==> src/rtl/conv_requant_stage_pkg.sv <==
// Shared types and constants for the convolution requantisation stage.
package conv_requant_stage_pkg;

    typedef enum logic [1:0] {
        ST_IDLE  = 2'd0,
        ST_RUN   = 2'd1,
        ST_DRAIN = 2'd2
    } state_t;

    localparam int SAT_MAX_U = 255;
    localparam int SAT_MIN_S = -128;
    localparam int SAT_MAX_S = 127;

    localparam int unsigned SUM_W   = 34;
    localparam int unsigned BIAS_W  = 32;
    localparam int unsigned SHIFT_W = 5;
    localparam int unsigned BYTE_W  = 8;
    localparam int unsigned CNT_W   = 8;

endpackage

==> src/rtl/conv_requant_stage_requant_pipe.sv <==
// Three-stage bias / rounding-shift / saturate datapath with a travelling valid bit.
module requant_pipe
    import conv_requant_stage_pkg::*;
#(
    parameter int unsigned ACC_WIDTH = 32
) (
    input  logic                        clk,
    input  logic                        reset_n,
    input  logic                        i_valid,
    input  logic signed [ACC_WIDTH-1:0] i_acc,
    input  logic signed [BIAS_W-1:0]    i_bias,
    input  logic [SHIFT_W-1:0]          i_shift,
    input  logic                        i_relu,
    output logic                        o_valid,
    output logic [BYTE_W-1:0]           o_data,
    output logic                        o_pend
);

    localparam logic signed [SUM_W-1:0] W_ZERO  = '0;
    localparam logic signed [SUM_W-1:0] W_ONE   = SUM_W'(1);
    localparam logic signed [SUM_W-1:0] W_MAX_U = SUM_W'(SAT_MAX_U);
    localparam logic signed [SUM_W-1:0] W_MIN_S = SUM_W'(SAT_MIN_S);
    localparam logic signed [SUM_W-1:0] W_MAX_S = SUM_W'(SAT_MAX_S);

    logic                    r_v1;
    logic                    r_v2;
    logic signed [SUM_W-1:0] r_sum;
    logic signed [SUM_W-1:0] r_shifted;
    logic signed [SUM_W-1:0] w_sum;
    logic signed [SUM_W-1:0] w_round;
    logic signed [SUM_W-1:0] w_shifted;
    logic [BYTE_W-1:0]       w_sat;

    assign w_sum     = SUM_W'(i_acc) + SUM_W'(i_bias);
    assign w_round   = (i_shift == '0) ? W_ZERO : (W_ONE <<< (i_shift - SHIFT_W'(1)));
    assign w_shifted = (r_sum + w_round) >>> i_shift;
    assign o_pend    = r_v1 | r_v2;

    // Clamp the shifted value to the unsigned or signed byte range.
    always_comb begin
        w_sat = r_shifted[BYTE_W-1:0];
        if (i_relu) begin
            if (r_shifted < W_ZERO) begin
                w_sat = '0;
            end else if (r_shifted > W_MAX_U) begin
                w_sat = BYTE_W'(SAT_MAX_U);
            end
        end else begin
            if (r_shifted < W_MIN_S) begin
                w_sat = BYTE_W'(SAT_MIN_S);
            end else if (r_shifted > W_MAX_S) begin
                w_sat = BYTE_W'(SAT_MAX_S);
            end
        end
    end

    // Pipeline registers; data stages only load when their input is valid.
    always_ff @(posedge clk or negedge reset_n) begin
        if (!reset_n) begin
            r_v1      <= 1'b0;
            r_v2      <= 1'b0;
            o_valid   <= 1'b0;
            r_sum     <= '0;
            r_shifted <= '0;
            o_data    <= '0;
        end else begin
            r_v1    <= i_valid;
            r_v2    <= r_v1;
            o_valid <= r_v2;
            if (i_valid) begin
                r_sum <= w_sum;
            end
            if (r_v1) begin
                r_shifted <= w_shifted;
            end
            if (r_v2) begin
                o_data <= w_sat;
            end
        end
    end

endmodule

==> src/rtl/conv_requant_stage.sv <==
// Requantises the conv accumulator stream to bytes for process_fifo, with
// pixel/row/layer counting and admission control on FIFO occupancy.
module conv_requant_stage
    import conv_requant_stage_pkg::*;
#(
    parameter int unsigned ACC_WIDTH    = 32,
    parameter int unsigned FIFO_DEPTH   = 512,
    parameter int unsigned FIFO_MARGIN  = 8,
    parameter int unsigned DCOUNT_WIDTH = 10
) (
    input  logic                        clk,
    input  logic                        reset_n,
    input  logic                        Start,
    input  logic [CNT_W-1:0]            no_of_output_layers,
    input  logic [CNT_W-1:0]            output_layer_row_size,
    input  logic [CNT_W-1:0]            output_layer_col_size,
    input  logic [SHIFT_W-1:0]          shift_amt,
    input  logic                        relu_en,
    input  logic signed [BIAS_W-1:0]    layer_bias,
    output logic [CNT_W-1:0]            layer_idx,
    input  logic signed [ACC_WIDTH-1:0] acc_data,
    input  logic                        acc_valid,
    output logic                        acc_ready,
    output logic [BYTE_W-1:0]           fifo_din,
    output logic                        fifo_wr_en,
    input  logic [DCOUNT_WIDTH-1:0]     fifo_dcount,
    output logic                        busy,
    output logic                        done
);

    localparam int unsigned CREDIT_W     = DCOUNT_WIDTH + 1;
    localparam int unsigned INFL_W       = 3;
    localparam int unsigned CREDIT_LIMIT = FIFO_DEPTH - FIFO_MARGIN;

    state_t              r_state;
    logic                r_busy;
    logic                r_done;
    logic [CNT_W-1:0]    r_layers;
    logic [CNT_W-1:0]    r_rows;
    logic [CNT_W-1:0]    r_cols;
    logic [SHIFT_W-1:0]  r_shift;
    logic                r_relu;
    logic [CNT_W-1:0]    r_col;
    logic [CNT_W-1:0]    r_row;
    logic [CNT_W-1:0]    r_layer;
    logic [INFL_W-1:0]   r_inflight;
    logic                r_wr_d1;

    logic [CREDIT_W-1:0] w_credit;
    logic                w_ready;
    logic                w_accept;
    logic                w_last_col;
    logic                w_last_row;
    logic                w_last_layer;
    logic                w_pipe_valid;
    logic [BYTE_W-1:0]   w_pipe_data;
    logic                w_pend;

    // Inflight covers beats in the pipe plus the one-cycle data_count lag.
    assign w_credit     = CREDIT_W'(fifo_dcount) + CREDIT_W'(r_inflight) + CREDIT_W'(1);
    assign w_ready      = (r_state == ST_RUN) && (w_credit <= CREDIT_W'(CREDIT_LIMIT));
    assign w_accept     = acc_valid && w_ready;
    assign w_last_col   = (r_col   == r_cols   - CNT_W'(1));
    assign w_last_row   = (r_row   == r_rows   - CNT_W'(1));
    assign w_last_layer = (r_layer == r_layers - CNT_W'(1));

    assign acc_ready  = w_ready;
    assign layer_idx  = r_layer;
    assign busy       = r_busy;
    assign done       = r_done;
    assign fifo_wr_en = w_pipe_valid;
    assign fifo_din   = w_pipe_data;

    requant_pipe #(
        .ACC_WIDTH (ACC_WIDTH)
    ) u_pipe (
        .clk     (clk),
        .reset_n (reset_n),
        .i_valid (w_accept),
        .i_acc   (acc_data),
        .i_bias  (layer_bias),
        .i_shift (r_shift),
        .i_relu  (r_relu),
        .o_valid (w_pipe_valid),
        .o_data  (w_pipe_data),
        .o_pend  (w_pend)
    );

    // Run-control FSM with config latch and col/row/layer counters.
    always_ff @(posedge clk or negedge reset_n) begin
        if (!reset_n) begin
            r_state  <= ST_IDLE;
            r_busy   <= 1'b0;
            r_done   <= 1'b0;
            r_layers <= '0;
            r_rows   <= '0;
            r_cols   <= '0;
            r_shift  <= '0;
            r_relu   <= 1'b0;
            r_col    <= '0;
            r_row    <= '0;
            r_layer  <= '0;
        end else begin
            r_done <= 1'b0;
            case (r_state)
                ST_IDLE: begin
                    if (Start) begin
                        r_layers <= no_of_output_layers;
                        r_rows   <= output_layer_row_size;
                        r_cols   <= output_layer_col_size;
                        r_shift  <= shift_amt;
                        r_relu   <= relu_en;
                        r_col    <= '0;
                        r_row    <= '0;
                        r_layer  <= '0;
                        r_busy   <= 1'b1;
                        r_state  <= ST_RUN;
                    end
                end
                ST_RUN: begin
                    if (w_accept) begin
                        if (w_last_col) begin
                            r_col <= '0;
                            if (w_last_row) begin
                                r_row <= '0;
                                if (w_last_layer) begin
                                    r_layer <= '0;
                                    r_state <= ST_DRAIN;
                                end else begin
                                    r_layer <= r_layer + CNT_W'(1);
                                end
                            end else begin
                                r_row <= r_row + CNT_W'(1);
                            end
                        end else begin
                            r_col <= r_col + CNT_W'(1);
                        end
                    end
                end
                ST_DRAIN: begin
                    // The last write is on the output now when the early stages are empty.
                    if (!w_pend) begin
                        r_done  <= 1'b1;
                        r_busy  <= 1'b0;
                        r_state <= ST_IDLE;
                    end
                end
                default: begin
                    r_state <= ST_IDLE;
                end
            endcase
        end
    end

    // Inflight credit: +1 on accept, -1 the cycle after each FIFO write.
    always_ff @(posedge clk or negedge reset_n) begin
        if (!reset_n) begin
            r_inflight <= '0;
            r_wr_d1    <= 1'b0;
        end else begin
            r_wr_d1 <= w_pipe_valid;
            case ({w_accept, r_wr_d1})
                2'b10:   r_inflight <= r_inflight + INFL_W'(1);
                2'b01:   r_inflight <= r_inflight - INFL_W'(1);
                default: r_inflight <= r_inflight;
            endcase
        end
    end

endmodule

==> config.mk <==
export PLATFORM = sky130hd
export DESIGN_NAME = conv_requant_stage
export DESIGN_NICKNAME = d
export VERILOG_FILES = /design/src/rtl/conv_requant_stage_pkg.sv /design/src/rtl/conv_requant_stage_requant_pipe.sv /design/src/rtl/conv_requant_stage.sv
export SDC_FILE = /design/constraint.sdc
export NUM_CORES = 1
export LEC_CHECK = 0
export BUFFER_PORTS_ARGS = -buffer_cell sky130_fd_sc_hd__buf_2
export CORE_UTILIZATION = 50
export DETAILED_ROUTE_END_ITERATION = 8
export GPL_ROUTABILITY_DRIVEN = 0
export GPL_TIMING_DRIVEN = 0
export PLACE_DENSITY = 0.72
export SLEW_MARGIN = 20
export SYNTH_ARGS = -nofsm -noshare
export SYNTH_HDL_FRONTEND = slang
export SYNTH_HIERARCHICAL = 1
export SYNTH_SLANG_ARGS = --single-unit
==> constraint.sdc <==
create_clock -name clk -period 5.1 [get_ports clk]
set_clock_uncertainty 0.15 [all_clocks]
set_input_delay 1.02 -clock clk [delete_from_list [all_inputs] [get_ports clk]]
set_output_delay 1.02 -clock clk [all_outputs]
set_load 0.02 [all_outputs]
==> results.md <==
* Worst reg2reg path startpoint: r_shift[2]$_DFFE_PN0P_
* Post-synth top area share at 27.5%
* Post-DRT Antenna Nets at 0
* Crit path kind: flop to flop
* Crit. End Element: flop
* Critical Path Sink: u_pipe/r_shifted[6]$_DFFE_PN0P_
* Final Power at 5.48 mW
* Final Cycle Share at 99.9%
* Die ar. at 26100 um2
* Post-synth EDFFs at 0
* Std-Cell Rows at 58
* Gr ovfl total at 0
* Top_reg_cell synth: dfrtp_1
* Syn avg cell area at 8.64 um2
* Post-synthesis sequential area ratio at 27.5%
* CTS tree: yes
* PortBufs at 127
* CTS max path bufs at 2
* Height of the die at 162 um
* Routed vias at 12700
* Routed Wire Length at 36.8 mm
* Final #Nets at 1822
* Initial DRT Pass Iterations at 9
* Clk sinks at 140
* Gate Count Post-Synth at 1476
* Gr usage total at 27.8%
* Worst slew pin tran at 0.897 ns
* Synth top area cells: dfrtp_1 27%, ha_1 7.3%, mux2_2 6.1%
* Syn nets at 1661
* R2r worst-path depth at 16
* Core area at 25100 um2
* Root buffer cell: clkbuf_16
* Post-route insts no fill at 1981
* Vias per cell at 6.43
* Layout area overhead at 17.2%
* Achievable clock frequency at 196 MHz
* # fillers at 2254
* Hold Crit Class: flop to flop
* Max-slew violations at 0
* #FFs+latches synth at 140
* Max-cap viol count at 0
* Outcome: finished with violations
* Startpoint Class: flop
* Setup crit start: r_shift[2]$_DFFE_PN0P_
* Maximum number of pins on one net before global-route repair at 72
* Die W at 162 um
* Final setup viols at 0
* Hold WS at 0.220 ns
* Final min period at 5.10 ns
* Post-route DRC violation count at 1
* Clock transition at the registers of the reported paths at 0.06 ns
* Initial antenna violation count at 0
* Final Hold Viols at 0
* Power per cell area at 367 nW/um2
* Starting Density at 50.8%
* R2r endpoint: u_pipe/r_shifted[6]$_DFFE_PN0P_
* Layout cells sized above 1 at 22.2%
* Largest area contributor in the synthesized netlist: dfrtp_1
* Yosys Warn Count at 6
* R2r setup slk at 0.005 ns
* I/O pins at 128
* Placed cell count at 1934
* DP HPWL at 27.5 mm
* Max_slew headroom at 39.9%
* Vias in the first global route at 11900
* H-tree Lvls at 4
* Initial drt markers at 1303
* Peak VDD IR at 0.264 mV
* Worst EP required at 5.25 ns
* Leakage power at 6.54 nW
* CP Max Fanout at 10
* Synth unique cells at 100
* Num CTS Buffers at 17
* Clk_lat worst skew at 0.42 ns
* CP arrival at 5.24 ns
* Global-route wire length before repair at 59.1 mm
* Asr flop ratio synth at 100%
* Violated checks: DRC
* WL/cell at 18.6 um
* Netlist Area Pre-Place at 12700 um2
cells by family after synthesis:
family	share of synthesized area (%)
xor+xnor	6.18
compound gates	25.6
buf+inv	3.94
mux	10.5
simple gates	18.5
flops	27.5
other cells	0.0294
fa+ha+maj	7.74
power by group:
part           internal [mW]  switching (mW)
Combinational           1.02            1.46
Clock                  0.873           0.502
Sequential              1.38           0.251
worst max-delay path, stage by stage, from the launching register on:
cell,delay (ns)
dfrtp_2,0.47
clkbuf_4,0.25
clkbuf_4,0.23
buf_4,0.21
nand3_2,0.15
nor2_1,0.13
ha_1,0.23
buf_2,0.18
a211oi_2,0.24
o21ai_1,0.17
a31oi_1,0.25
o41a_1,0.36
mux2i_1,0.36
nor2_1,0.16
mux4_2,0.54
mux4_2,0.52
a221o_1,0.36
area by class of cell:
| class | instances | area [um2] | share of cell area [%] |
|---|---|---|---|
| timing repair buffer | 148 | 823 | 5.51 |
| sequential | 140 | 3510 | 23.5 |
| inverter | 47 | 181 | 1.21 |
| multi-input combinational | 1213 | 8960 | 60.0 |
| buffer | 70 | 398 | 2.66 |
| clock buffer | 19 | 433 | 2.90 |
| tap | 330 | 413 | 2.76 |
| clock inverter | 13 | 213 | 1.42 |
| antenna | 1 | 2.50 | 0.0168 |
stage by stage:
step	worst slack, ns	TNS [ns]	util, %	cell area (um2)
5_1_grt	-0.0641	-0.145	59.5	14900
6_report	0.00499	0	59.5	14900
4_1_cts	0.00962	0	58.5	14700
3_3_place_gp	-1.17	-30.99	54.9	13800
2_1_floorplan	0.153	0	-	12700
3_5_place_dp	-1.11	-30.96	55.1	13800
worst min path at each step:
| stage | endpoint | startpoint | slack (ns) | cells past startpoint |
|---|---|---|---|---|
| final | u_pipe/o_valid$_DFF_PN0_ | u_pipe/r_v2$_DFF_PN0_ | 0.22 | 0 |
| after detailed placement | u_pipe/o_valid$_DFF_PN0_ | u_pipe/r_v2$_DFF_PN0_ | 0.21 | 0 |
| after global placement | u_pipe/o_valid$_DFF_PN0_ | u_pipe/r_v2$_DFF_PN0_ | 0.20 | 0 |
| after floorplan | u_pipe/o_valid$_DFF_PN0_ | u_pipe/r_v2$_DFF_PN0_ | 0.20 | 0 |
| after global routing | u_pipe/o_valid$_DFF_PN0_ | u_pipe/r_v2$_DFF_PN0_ | 0.24 | 0 |
| after CTS | u_pipe/o_valid$_DFF_PN0_ | u_pipe/r_v2$_DFF_PN0_ | 0.22 | 0 |
flip-flops by register name (all words and copies together), names as in the netlist:
name,flops
r_layers,8
layer_idx,8
busy,1
r_wr_d1,1
r_relu,1
r_shift,5
r_state,2
u_pipe/r_shifted,34
u_pipe/o_valid,1
r_col,8
r_cols,8
u_pipe/r_sum,33
r_inflight,3
r_row,8
u_pipe/r_v1,1
r_rows,8
u_pipe/r_v2,1
u_pipe/o_data,8
done,1
layer usage:
metal / global-route usage, % / vias up / part of all wire, %
met5: 0 / - / 0
met4: 12.2 / 0 / 4.4
met3: 5.06 / 156 / 8.7
met2: 45.4 / 640 / 45
met1: 35.9 / 6027 / 41
li1: - / 5909 / -
cells in the mapped netlist (8+ instances only):
| cell type | instances |
|---|---|
| dfrtp_1 | 140 |
| nor2_1 | 125 |
| nand2_1 | 110 |
| a21oi_1 | 109 |
| o21ai_0 | 84 |
| ha_1 | 74 |
| mux2_2 | 69 |
| xnor2_1 | 52 |
| clkbuf_1 | 49 |
| inv_1 | 42 |
| xor2_1 | 38 |
| nand3_1 | 34 |
| mux2i_1 | 33 |
| nor3_1 | 28 |
| a211oi_1 | 27 |
| nand2b_1 | 25 |
| and3_1 | 24 |
| a31oi_1 | 22 |
| o211ai_1 | 22 |
| a21o_1 | 21 |
| nand4_1 | 21 |
| o21a_1 | 18 |
| nor2b_1 | 17 |
| nor4_1 | 15 |
| o31ai_1 | 14 |
| o221ai_1 | 13 |
| or3_1 | 12 |
| buf_1 | 11 |
| o41ai_1 | 11 |
| buf_2 | 10 |
| mux4_2 | 10 |
| a211o_1 | 9 |
| o2111ai_1 | 9 |
| a2111oi_0 | 8 |
| nor3b_1 | 8 |
cell usage in the layout (no fill, tap or decap), drive strengths merged, types with 10 or more instances in the layout:
cell      n
a211oi   28
xnor2    52
o41ai    13
or3      14
o211ai   25
mux2     70
mux4     10
nand4    22
ha       74
o21ai    88
nand3    34
a31oi    23
mux2i    33
o21a     18
a21oi   110
nor4     16
a21o     21
o31ai    15
and3     24
nor2b    17
dfrtp   140
nor2    126
nand2   110
inv      45
xor2     38
nand2b   25
o221ai   13
buf     172
clkbuf   65
nor3     29
timing repair:
action / in CTS / in global routing
hold buffers: 0 / 0
setup endpoints to repair: 34 / 29
pin swaps: 8 / 8
resized for setup: 53 / 50
buffers inserted: 10 / 10
Power figures use the tool's default switching activity.
